**src/rtl/ulpi_pkg.sv**
```systemverilog
// Shared types and constants for the ULPI register access engine:
// FSM states, TX CMD prefixes, well-known PHY register addresses, RX CMD layout.
package ulpi_pkg;

    typedef enum logic [2:0] {
        HOLD,
        IDLE,
        TXCMD,
        WDATA,
        STP,
        RTURN,
        RDATA,
        WAITDIR
    } state_t;

    localparam logic [1:0] REGW = 2'b10;
    localparam logic [1:0] REGR = 2'b11;

    localparam logic [5:0] FUNC_CTRL = 6'h04;
    localparam logic [5:0] IFC_CTRL  = 6'h07;
    localparam logic [5:0] OTG_CTRL  = 6'h0A;

    // RX CMD byte layout: linestate[1:0], Vbus[3:2], RxEvent[5:4], ID[6], alt_int[7]
    localparam int RXCMD_LINESTATE_LSB = 0;
    localparam int RXCMD_VBUS_LSB      = 2;
    localparam int RXCMD_RXEVENT_LSB   = 4;
    localparam int RXCMD_ID_BIT        = 6;
    localparam int RXCMD_ALT_INT_BIT   = 7;

    function automatic logic [7:0] tx_cmd(input logic write, input logic [5:0] addr);
        return {(write ? REGW : REGR), addr};
    endfunction

endpackage

```
**src/rtl/ulpi_rxcmd_capture.sv**
```systemverilog
// Tracks DIR turnaround and latches RX CMD bytes sent by the PHY while it owns the bus.
module ulpi_rxcmd_capture (
    input  logic       clkout,
    input  logic       rst,
    input  logic       enable,
    input  logic       ulpi_dir,
    input  logic       ulpi_nxt,
    input  logic [7:0] ulpi_data_in,
    output logic       rx_cmd_valid,
    output logic [7:0] rx_cmd
);

    logic       dir_prev_q, dir_prev_d;
    logic       valid_q, valid_d;
    logic [7:0] cmd_q, cmd_d;

    // A DIR=1 cycle only carries an RX CMD if DIR was already high last cycle.
    always_comb begin
        dir_prev_d = ulpi_dir;
        valid_d    = enable & ulpi_dir & dir_prev_q & ~ulpi_nxt;
        cmd_d      = valid_d ? ulpi_data_in : cmd_q;
    end

    always_ff @(posedge clkout or posedge rst) begin
        if (rst) begin
            dir_prev_q <= 1'b0;
            valid_q    <= 1'b0;
            cmd_q      <= 8'h00;
        end else begin
            dir_prev_q <= dir_prev_d;
            valid_q    <= valid_d;
            cmd_q      <= cmd_d;
        end
    end

    assign rx_cmd_valid = valid_q;
    assign rx_cmd       = cmd_q;

endmodule

```
**src/rtl/ulpi_reg_access.sv**
```systemverilog
// ULPI link-side register access engine: single PHY register writes and reads,
// with RX CMD capture whenever the PHY owns the bus outside a register read.
module ulpi_reg_access
    import ulpi_pkg::*;
#(
    parameter int NXT_TIMEOUT = 255,
    parameter int RST_HOLD    = 16
) (
    input  logic       clkout,
    input  logic       rst,
    input  logic       ulpi_dir,
    input  logic       ulpi_nxt,
    input  logic [7:0] ulpi_data_in,
    output logic [7:0] ulpi_data_out,
    output logic       ulpi_data_oe,
    output logic       ulpi_stp,
    input  logic       req_valid,
    output logic       req_ready,
    input  logic       req_write,
    input  logic [5:0] req_addr,
    input  logic [7:0] req_wdata,
    output logic       rsp_valid,
    output logic       rsp_abort,
    output logic [7:0] rsp_rdata,
    output logic       rx_cmd_valid,
    output logic [7:0] rx_cmd
);

    localparam int HOLD_W = (RST_HOLD > 0) ? $clog2(RST_HOLD + 1) : 1;

    state_t              state_q, state_d;
    logic [HOLD_W-1:0]   hold_cnt_q, hold_cnt_d;
    logic [7:0]          to_cnt_q, to_cnt_d;
    logic                turn_seen_q, turn_seen_d;
    logic                write_q, write_d;
    logic [5:0]          addr_q, addr_d;
    logic [7:0]          wdata_q, wdata_d;
    logic                stp_q, stp_d;
    logic                drive_q, drive_d;
    logic [7:0]          data_out_q, data_out_d;
    logic                rsp_valid_q, rsp_valid_d;
    logic                rsp_abort_q, rsp_abort_d;
    logic [7:0]          rsp_rdata_q, rsp_rdata_d;
    logic                timeout_hit;
    logic                rx_enable;

    assign req_ready   = (state_q == IDLE) && !ulpi_dir;
    assign timeout_hit = (to_cnt_q + 8'd1) == 8'(NXT_TIMEOUT);

    // Pin outputs are computed from the next state so they line up with state_q.
    always_comb begin
        state_d     = state_q;
        hold_cnt_d  = hold_cnt_q;
        to_cnt_d    = to_cnt_q;
        turn_seen_d = 1'b0;
        write_d     = write_q;
        addr_d      = addr_q;
        wdata_d     = wdata_q;
        rsp_valid_d = 1'b0;
        rsp_abort_d = 1'b0;
        rsp_rdata_d = rsp_rdata_q;

        case (state_q)
            HOLD: begin
                if (hold_cnt_q == HOLD_W'(RST_HOLD)) begin
                    state_d = IDLE;
                end else begin
                    hold_cnt_d = hold_cnt_q + 1'b1;
                end
            end
            IDLE: begin
                if (req_valid && req_ready) begin
                    write_d  = req_write;
                    addr_d   = req_addr;
                    wdata_d  = req_wdata;
                    to_cnt_d = 8'd0;
                    state_d  = TXCMD;
                end
            end
            TXCMD: begin
                if (ulpi_dir) begin
                    rsp_valid_d = 1'b1;
                    rsp_abort_d = 1'b1;
                    state_d     = WAITDIR;
                end else if (ulpi_nxt) begin
                    to_cnt_d = 8'd0;
                    state_d  = write_q ? WDATA : RTURN;
                end else if (timeout_hit) begin
                    rsp_valid_d = 1'b1;
                    rsp_abort_d = 1'b1;
                    state_d     = STP;
                end else begin
                    to_cnt_d = to_cnt_q + 8'd1;
                end
            end
            WDATA: begin
                if (ulpi_dir) begin
                    rsp_valid_d = 1'b1;
                    rsp_abort_d = 1'b1;
                    state_d     = WAITDIR;
                end else if (ulpi_nxt) begin
                    rsp_valid_d = 1'b1;
                    state_d     = STP;
                end else if (timeout_hit) begin
                    rsp_valid_d = 1'b1;
                    rsp_abort_d = 1'b1;
                    state_d     = STP;
                end else begin
                    to_cnt_d = to_cnt_q + 8'd1;
                end
            end
            STP: begin
                state_d = IDLE;
            end
            RTURN: begin
                if (ulpi_dir) begin
                    state_d = RDATA;
                end else begin
                    rsp_valid_d = 1'b1;
                    rsp_abort_d = 1'b1;
                    state_d     = IDLE;
                end
            end
            RDATA: begin
                if (!ulpi_dir) begin
                    rsp_valid_d = 1'b1;
                    rsp_abort_d = 1'b1;
                    state_d     = IDLE;
                end else if (!ulpi_nxt) begin
                    rsp_rdata_d = ulpi_data_in;
                    rsp_valid_d = 1'b1;
                    state_d     = WAITDIR;
                end
            end
            WAITDIR: begin
                // DIR must be seen low for a turnaround cycle before the bus is ours again.
                if (!ulpi_dir) begin
                    if (turn_seen_q) begin
                        state_d = IDLE;
                    end else begin
                        turn_seen_d = 1'b1;
                    end
                end
            end
            default: begin
                state_d = HOLD;
            end
        endcase

        stp_d   = (state_d == HOLD) || (state_d == STP);
        drive_d = (state_d == IDLE) || (state_d == TXCMD) ||
                  (state_d == WDATA) || (state_d == STP);
        case (state_d)
            TXCMD:   data_out_d = tx_cmd(write_d, addr_d);
            WDATA:   data_out_d = wdata_d;
            default: data_out_d = 8'h00;
        endcase
    end

    always_ff @(posedge clkout or posedge rst) begin
        if (rst) begin
            state_q     <= HOLD;
            hold_cnt_q  <= '0;
            to_cnt_q    <= 8'd0;
            turn_seen_q <= 1'b0;
            write_q     <= 1'b0;
            addr_q      <= 6'h00;
            wdata_q     <= 8'h00;
            stp_q       <= 1'b1;
            drive_q     <= 1'b0;
            data_out_q  <= 8'h00;
            rsp_valid_q <= 1'b0;
            rsp_abort_q <= 1'b0;
            rsp_rdata_q <= 8'h00;
        end else begin
            state_q     <= state_d;
            hold_cnt_q  <= hold_cnt_d;
            to_cnt_q    <= to_cnt_d;
            turn_seen_q <= turn_seen_d;
            write_q     <= write_d;
            addr_q      <= addr_d;
            wdata_q     <= wdata_d;
            stp_q       <= stp_d;
            drive_q     <= drive_d;
            data_out_q  <= data_out_d;
            rsp_valid_q <= rsp_valid_d;
            rsp_abort_q <= rsp_abort_d;
            rsp_rdata_q <= rsp_rdata_d;
        end
    end

    // Releasing on DIR combinationally avoids a bus fight in the cycle the PHY takes over.
    assign ulpi_data_oe  = drive_q & ~ulpi_dir;
    assign ulpi_data_out = data_out_q;
    assign ulpi_stp      = stp_q;
    assign rsp_valid     = rsp_valid_q;
    assign rsp_abort     = rsp_abort_q;
    assign rsp_rdata     = rsp_rdata_q;

    assign rx_enable = (state_q != RTURN) && (state_q != RDATA);

    ulpi_rxcmd_capture u_rxcmd (
        .clkout       (clkout),
        .rst          (rst),
        .enable       (rx_enable),
        .ulpi_dir     (ulpi_dir),
        .ulpi_nxt     (ulpi_nxt),
        .ulpi_data_in (ulpi_data_in),
        .rx_cmd_valid (rx_cmd_valid),
        .rx_cmd       (rx_cmd)
    );

endmodule

```
**config.mk**
```make
export PLATFORM = sky130hd
export DESIGN_NAME = ulpi_reg_access
export DESIGN_NICKNAME = d
export VERILOG_FILES = /design/src/rtl/ulpi_pkg.sv /design/src/rtl/ulpi_rxcmd_capture.sv /design/src/rtl/ulpi_reg_access.sv
export SDC_FILE = /design/constraint.sdc
export NUM_CORES = 1
export LEC_CHECK = 0
export ABC_AREA = 1
export ABC_CLOCK_PERIOD_IN_PS = 3000
export CAP_MARGIN = 25
export CORE_MARGIN = 5
export CORE_UTILIZATION = 43
export DETAILED_ROUTE_END_ITERATION = 12
export PLACE_DENSITY = 0.68
export REMOVE_ABC_BUFFERS = 1
export SYNTH_ARGS = -nofsm -noshare
export SYNTH_HDL_FRONTEND = slang
export SYNTH_SLANG_ARGS = --single-unit
```
**constraint.sdc**
```tcl
create_clock -name clkout -period 3 [get_ports clkout]
set_clock_uncertainty 0.2 [all_clocks]
set_input_delay 0.6 -clock clkout [delete_from_list [all_inputs] [get_ports clkout]]
set_output_delay 0.6 -clock clkout [all_outputs]
set_load 0.02 [all_outputs]
```
==> results.json, run 1 <==
{
  "status": "finished, final reports clean",
  "cts_num_sinks": 62,
  "ff2ff_path_depth": 14,
  "setup_tns_ns": 0,
  "r2r-end": "drive_q$_DFF_PP0_",
  "overflow": 0,
  "coreArea_um2": 6420,
  "clkPwrFrac_pct": 22.3,
  "clk_latency_ns": 0.34,
  "max_slew_margin_pct": 66.2,
  "ioPinCount": 58,
  "synth_edf_count": 0,
  "hold_end": "addr_q[3]$_DFF_PP0_",
  "grt_pass1_vias": 2338,
  "arrival_ns": 1.93,
  "hold_buffers": 0,
  "grt_pass1_wl_mm": 10.9,
  "cts_tree": "done",
  "cap_violations": 0,
  "endpoint_kind": "output port",
  "final.min_clock_period_ns": 2.73,
  "synth_flop_cell": "dfrtp_1",
  "r2r-start": "to_cnt_q[0]$_DFFE_PP0P_",
  "finalHoldViolations": 0,
  "critPathMostFrequentCell": "clkdlybuf4s50_1",
  "power.share.sequential_pct": 37.8,
  "crit_type": "in2out",
  "wl_mm": 6.43,
  "cp_slowest_stage_delay_ns": 0.63,
  "die_y_um": 91.7,
  "area_growth_pct": 32.3,
  "netlist_area_um2": 2870,
  "antenna_found_initial": 0,
  "rows": 29,
  "rrSetupSlack_ns": 0.68,
  "path_clk_slew_ns": 0.07,
  "antenna_cells": 0,
  "power_density_nw_per_um2": 942,
  "drtIter0Drc": 146,
  "dpl.cell_count": 459,
  "viasPerCell": 4.96,
  "maxSlewViolCount": 0,
  "clock-root-buffer": "clkbuf_8",
  "combPwrFrac_pct": 39.9,
  "power.net_switching_mw": 1.37,
  "synth_xor_area_share_pct": 1.53,
  "fp.dieArea_um2": 8410,
  "netlist_instances": 322,
  "dr.pass1.iters": 4,
  "cp-start-kind": "input pin",
  "dieWidth_um": 91.7,
  "clk_path_buf_depth": 2,
  "route.vias.total": 2355,
  "start_util_pct": 44.7,
  "max-vdd-ir-drop_mv": 0.448,
  "setup_violations": 0,
  "period_share_pct": 91.0,
  "synth_compound_area_share_pct": 4.88,
  "synth_fa_ha_area_share_pct": 1.74,
  "muxShareOfSynthArea_pct": 3.14,
  "yosysSeqAreaShare_pct": 54.1,
  "h-tree-depth": 3,
  "syn_avg_cell_area_um2": 8.91,
  "remaining_drc_errors": 0,
  "switching_share_pct": 38.3,
  "internal_power_mw": 2.21,
  "numCtsBuffers": 9,
  "min_path_cells": 2,
  "rsz0062_at_grt": "no",
  "synth_top_family_by_area": "simple AND/OR/NAND/NOR gates",
  "post-dp-hpwl_mm": 4.75,
  "ant_nets": 0,
  "synthSimpleGateAreaFrac_pct": 29.0,
  "final-instance-count-excl-fill": 475,
  "port_buffers": 57,
  "worstMarginPinSlew_ns": 0.507,
  "async_reset_ff_share_pct": 100,
  "cts_setup_buffers": 0,
  "drive_gt1_share_pct": 12.8,
  "grt_max_degree": 31,
  "leakage_nw": 1.84,
  "slowest_stage": "clkdlybuf4s50_1",
  "place_congestion": 0.895,
  "critPathRequiredTime_ns": 2.20,
  "wire_per_inst_um": 13.5,
  "synth.distinct_cells": 39,
  "yosys_warnings": 0,
  "nets": 425,
  "ys_ff_latch": 62,
  "hp-class": "reg2reg",
  "crit_fanout": 5,
  "cts_resized": 0,
  "worstHoldStart": "addr_q[3]$_DFF_PP0_",
  "grt_usage_pct": 16.1,
  "fmax_mhz": 366,
  "cp_cell_sequence": "clkdlybuf4s50_1 -> nor2_1 -> clkdlybuf4s50_1",
  "fillers": 573
}
==> placed cells by master, fill, tap and decap left out, drive strengths merged, types with 2 or more instances in the layout <==
master and instances:
xor2 3, o21ai 9, nor3 7, a22oi 2, ha 4, a21oi 4, nand3 10, o211ai 2
bufinv 2, nor2 21, mux2 8, dfrtp 61, clkbuf 10, nand2 124, nand4 14, clkdlybuf4s50 57
xnor2 2, buf 8, inv 35, clkinv 4
==> layout make-up <==
class / count / area [µm²] / area share, %
repair buffers: 65 / 643 / 16.9
inverters: 36 / 135 / 3.56
clock buffers: 10 / 128 / 3.36
well taps: 77 / 96.3 / 2.54
flip-flops and latches: 62 / 1550 / 40.9
multi-input cells: 219 / 1160 / 30.5
clock inverters: 6 / 86.3 / 2.27
==> metrics by stage <==
step           utilization, %  setup slack, ns  instance area, µm²  hold slack (ns)  power (mW)
6_report                 59.1            0.269                3800            0.271        3.58
5_1_grt                  59.1            0.185                3800            0.283        3.82
4_1_cts                  59.1            0.248                3800            0.276        3.61
3_5_place_dp             55.8            0.262                3580            0.258        2.80
3_3_place_gp             55.8            0.269                3580            0.250        2.76
2_1_floorplan               -            0.660                2850            0.238        2.26
==> worst max path at each step <==
stage / from / end / slack (ns) / cells past startpoint
5_1_grt: ulpi_dir / req_ready / 0.19 / 3
6_report: ulpi_dir / req_ready / 0.27 / 3
3_5_place_dp: ulpi_dir / req_ready / 0.26 / 3
3_3_place_gp: ulpi_dir / req_ready / 0.27 / 3
2_1_floorplan: rst / addr_q[0]$_DFF_PP0_ / 0.66 / 1
4_1_cts: ulpi_dir / req_ready / 0.25 / 3
==> kinds of logic (layout without fill, tap and decap cells) <==
kind of cell,after synthesis,in the layout
simple gates,179,179
flops,62,62
xor+xnor,5,5
compound gates,23,23
fa+ha+maj,4,4
buf+inv,41,117
mux,8,8
==> synth_stat cells, drive strengths merged, types with 2 or more instances <==
cell    instances  area (µm²)
xnor2           2        17.5
xor2            3        26.3
clkbuf          2        7.51
mux2            8        90.1
nand2         124         483
nor2           21        97.6
o211ai          2        15.0
a22oi           2        15.0
inv            35         131
ha              4        50.1
dfrtp          61        1530
nand4          14        87.6
nand3          10        67.6
a21oi           4        20.0
o21ai           9        45.0
nor3            7        51.3
buf             3        17.5
==> state kept, by name (all words and copies together), names as in the netlist, 3 cells and up <==
register and count:
rsp_rdata 8, to_cnt_q 8, u_rxcmd.rx_cmd 8, ulpi_data_out 8, wdata_q 8, addr_q 6, hold_cnt_q 5, state_q 3
==> power by group through the flow <==
stage / registers (mW) / logic (mW) / clock network (mW)
4_1_cts: 1.35 / 1.45 / 0.811
5_1_grt: 1.39 / 1.59 / 0.846
3_3_place_gp: 1.36 / 1.40 / 0
6_report: 1.35 / 1.43 / 0.798
2_1_floorplan: 1.47 / 0.783 / 0
3_5_place_dp: 1.36 / 1.44 / 0
==> per-layer routing <==
metal  routed length [µm]  share of wire (%)  up-vias  global-route usage [%]
met2                 3110                 48       63                    25.9
met5                    0                  0        -                       0
li1                     -                  -     1172                       -
met1                 2890                 45     1113                    21.1
met3                  352                5.5        7                    4.34
met4                   72                1.1        0                    5.82
==> critical path: cells and delay by family <==
kind | cells | cell delay [ns]
buffers and inverters | 2 | 1.13
AND/OR/NAND/NOR | 1 | 0.19
(Power assumes the default switching activity.)
==> run 2, diff against run 1 <==
Settings changed: GPL_TIMING_DRIVEN from default to 0.
==> results.json, run 2 (same netlist as run 1, synthesis figures left out) <==
{
  "status": "finished, final reports clean",
  "cts_tree": "done",
  "critPathRequiredTime_ns": 2.20,
  "port_buffers": 57,
  "grt_pass1_vias": 2336,
  "wire_per_inst_um": 13.2,
  "critPathMostFrequentCell": "clkdlybuf4s50_1",
  "crit_fanout": 11,
  "overflow": 0,
  "hp-class": "reg2reg",
  "final.min_clock_period_ns": 2.92,
  "ioPinCount": 58,
  "cts_resized": 0,
  "finalHoldViolations": 0,
  "hold_buffers": 0,
  "maxSlewViolCount": 0,
  "fin_ws_ns": 0.0841,
  "post-dp-hpwl_mm": 4.42,
  "power.share.sequential_pct": 39.4,
  "clock-root-buffer": "clkbuf_8",
  "leakage_nw": 1.80,
  "cp_slowest_stage_delay_ns": 0.65,
  "pre_cts_ws_ns": -0.366,
  "cts_num_sinks": 62,
  "fin_util_pct": 58.2,
  "power.net_switching_mw": 1.35,
  "ant_nets": 0,
  "power_density_nw_per_um2": 917,
  "viasPerCell": 5.02,
  "dr.pass1.iters": 4,
  "route.vias.total": 2363,
  "wl_mm": 6.21,
  "internal_power_mw": 2.08,
  "clk_latency_ns": 0.34,
  "max_slew_margin_pct": 59.8,
  "fmax_mhz": 343,
  "setup_violations": 0,
  "setup_tns_ns": 0,
  "h-tree-depth": 3,
  "antenna_cells": 0,
  "combPwrFrac_pct": 41.0,
  "arrival_ns": 2.12,
  "final-instance-count-excl-fill": 471,
  "clk_path_buf_depth": 2,
  "layout_common_cells": "nand2_1, dfrtp_1, clkdlybuf4s50_1",
  "cp-start-kind": "input pin",
  "crit_type": "in2out",
  "period_share_pct": 97.2,
  "place_congestion": 0.872,
  "antenna_found_initial": 0,
  "start_util_pct": 44.7,
  "area_growth_pct": 30.3,
  "max-vdd-ir-drop_mv": 0.409,
  "drive_gt1_share_pct": 12.2,
  "worstMarginPinSlew_ns": 0.602,
  "final_common_cell": "nand2_1",
  "crit_buf_inv": 2,
  "numCtsBuffers": 9,
  "grt_pass1_wl_mm": 10.8,
  "nets": 421,
  "switching_share_pct": 39.5,
  "coreArea_um2": 6420,
  "grt_max_degree": 36,
  "cap_violations": 0,
  "critPathTopFamily": "buffers and inverters",
  "path_clk_slew_ns": 0.07,
  "rows": 29,
  "slowest_stage": "clkdlybuf4s50_1",
  "drtIter0Drc": 142,
  "remaining_drc_errors": 0,
  "endpoint_kind": "output port",
  "cp_cell_sequence": "clkdlybuf4s50_1 -> nor2_1 -> clkdlybuf4s50_1",
  "cts_setup_buffers": 3,
  "die_y_um": 91.7,
  "rsz0062_at_grt": "no",
  "clkPwrFrac_pct": 19.6,
  "dieWidth_um": 91.7,
  "grt_usage_pct": 15.8,
  "dpl.cell_count": 452,
  "fp.dieArea_um2": 8410
}
[run 2: cell types whose count changed in the layout (fill, tap and decap cells not counted), sizes merged]
cell      previous run  this run
buf                  8         4
clkinvlp             1         2
bufinv               2         0
clkbuf              10        11
[run 2: stage by stage]
stage | hold slack [ns] | power, mW | area (µm²)
2_1_floorplan | 0.238 | 2.26 | 2850
3_3_place_gp | 0.251 | 2.73 | 3510
3_5_place_dp | 0.255 | 2.78 | 3530
5_1_grt | 0.299 | 3.69 | 3740
6_report | 0.268 | 3.43 | 3740
4_1_cts | 0.274 | 3.47 | 3740
[run 2: power by group through the flow]
stage | registers, mW | clock network (mW) | logic [mW]
final | 1.35 | 0.671 | 1.41
after global routing | 1.39 | 0.717 | 1.58
after CTS | 1.35 | 0.689 | 1.43
after detailed placement | 1.37 | 0 | 1.41
after global placement | 1.36 | 0 | 1.38
after floorplan | 1.47 | 0 | 0.783
[run 2: area by class of cell]
cell class / count / area (µm²)
fillers: 597 / 2680
flip-flops and latches: 62 / 1550
multi-input cells: 219 / 1160
repair buffers: 61 / 613
clock buffers: 11 / 151
inverters: 36 / 135
well taps: 77 / 96.3
clock inverters: 5 / 33.8
[run 2: worst register-to-register path, stage by stage, from the launching register on]
cell     delay (ns)
dfrtp_1        0.45
ha_1           0.27
nand3_1        0.14
o21ai_0        0.17
nand2_1        0.08
nor2_1         0.11
nand2_1        0.12
nand2_1        0.08
nand2_1        0.05
nand2_1        0.14
nand2_4        0.14
nand2_2        0.11
nand2_1        0.07
nand2_1        0.06
nand2_1        0.05
[run 2: path summary, 6_finish.rpt]
check                                             start                        to  slack, ns  cells past startpoint
worst max-delay path                           ulpi_dir                 req_ready       0.08                      3
worst min-delay path                addr_q[0]$_DFF_PP0_       addr_q[0]$_DFF_PP0_       0.27                      2
worst max register to register  to_cnt_q[0]$_DFFE_PP0P_         drive_q$_DFF_PP0_       0.65                     14
worst min register to register      addr_q[0]$_DFF_PP0_       addr_q[0]$_DFF_PP0_       0.27                      2
max in group asynchronous                           rst        ulpi_stp$_DFF_PP1_       1.50                      3
min in group asynchronous                           rst  rsp_rdata[1]$_DFFE_PP0P_       0.44                      2
[run 2: per-layer routing]
metal  wire length, µm  vias to the layer above  track usage [%]  share of wire, %
li1                  -                     1169                -                 -
met1              2810                     1116             20.2                45
met2              2910                       69             25.8                47
met3               372                        9             3.11               6.0
met4               118                        0             7.92               1.9
met5                 0                        -                0                 0
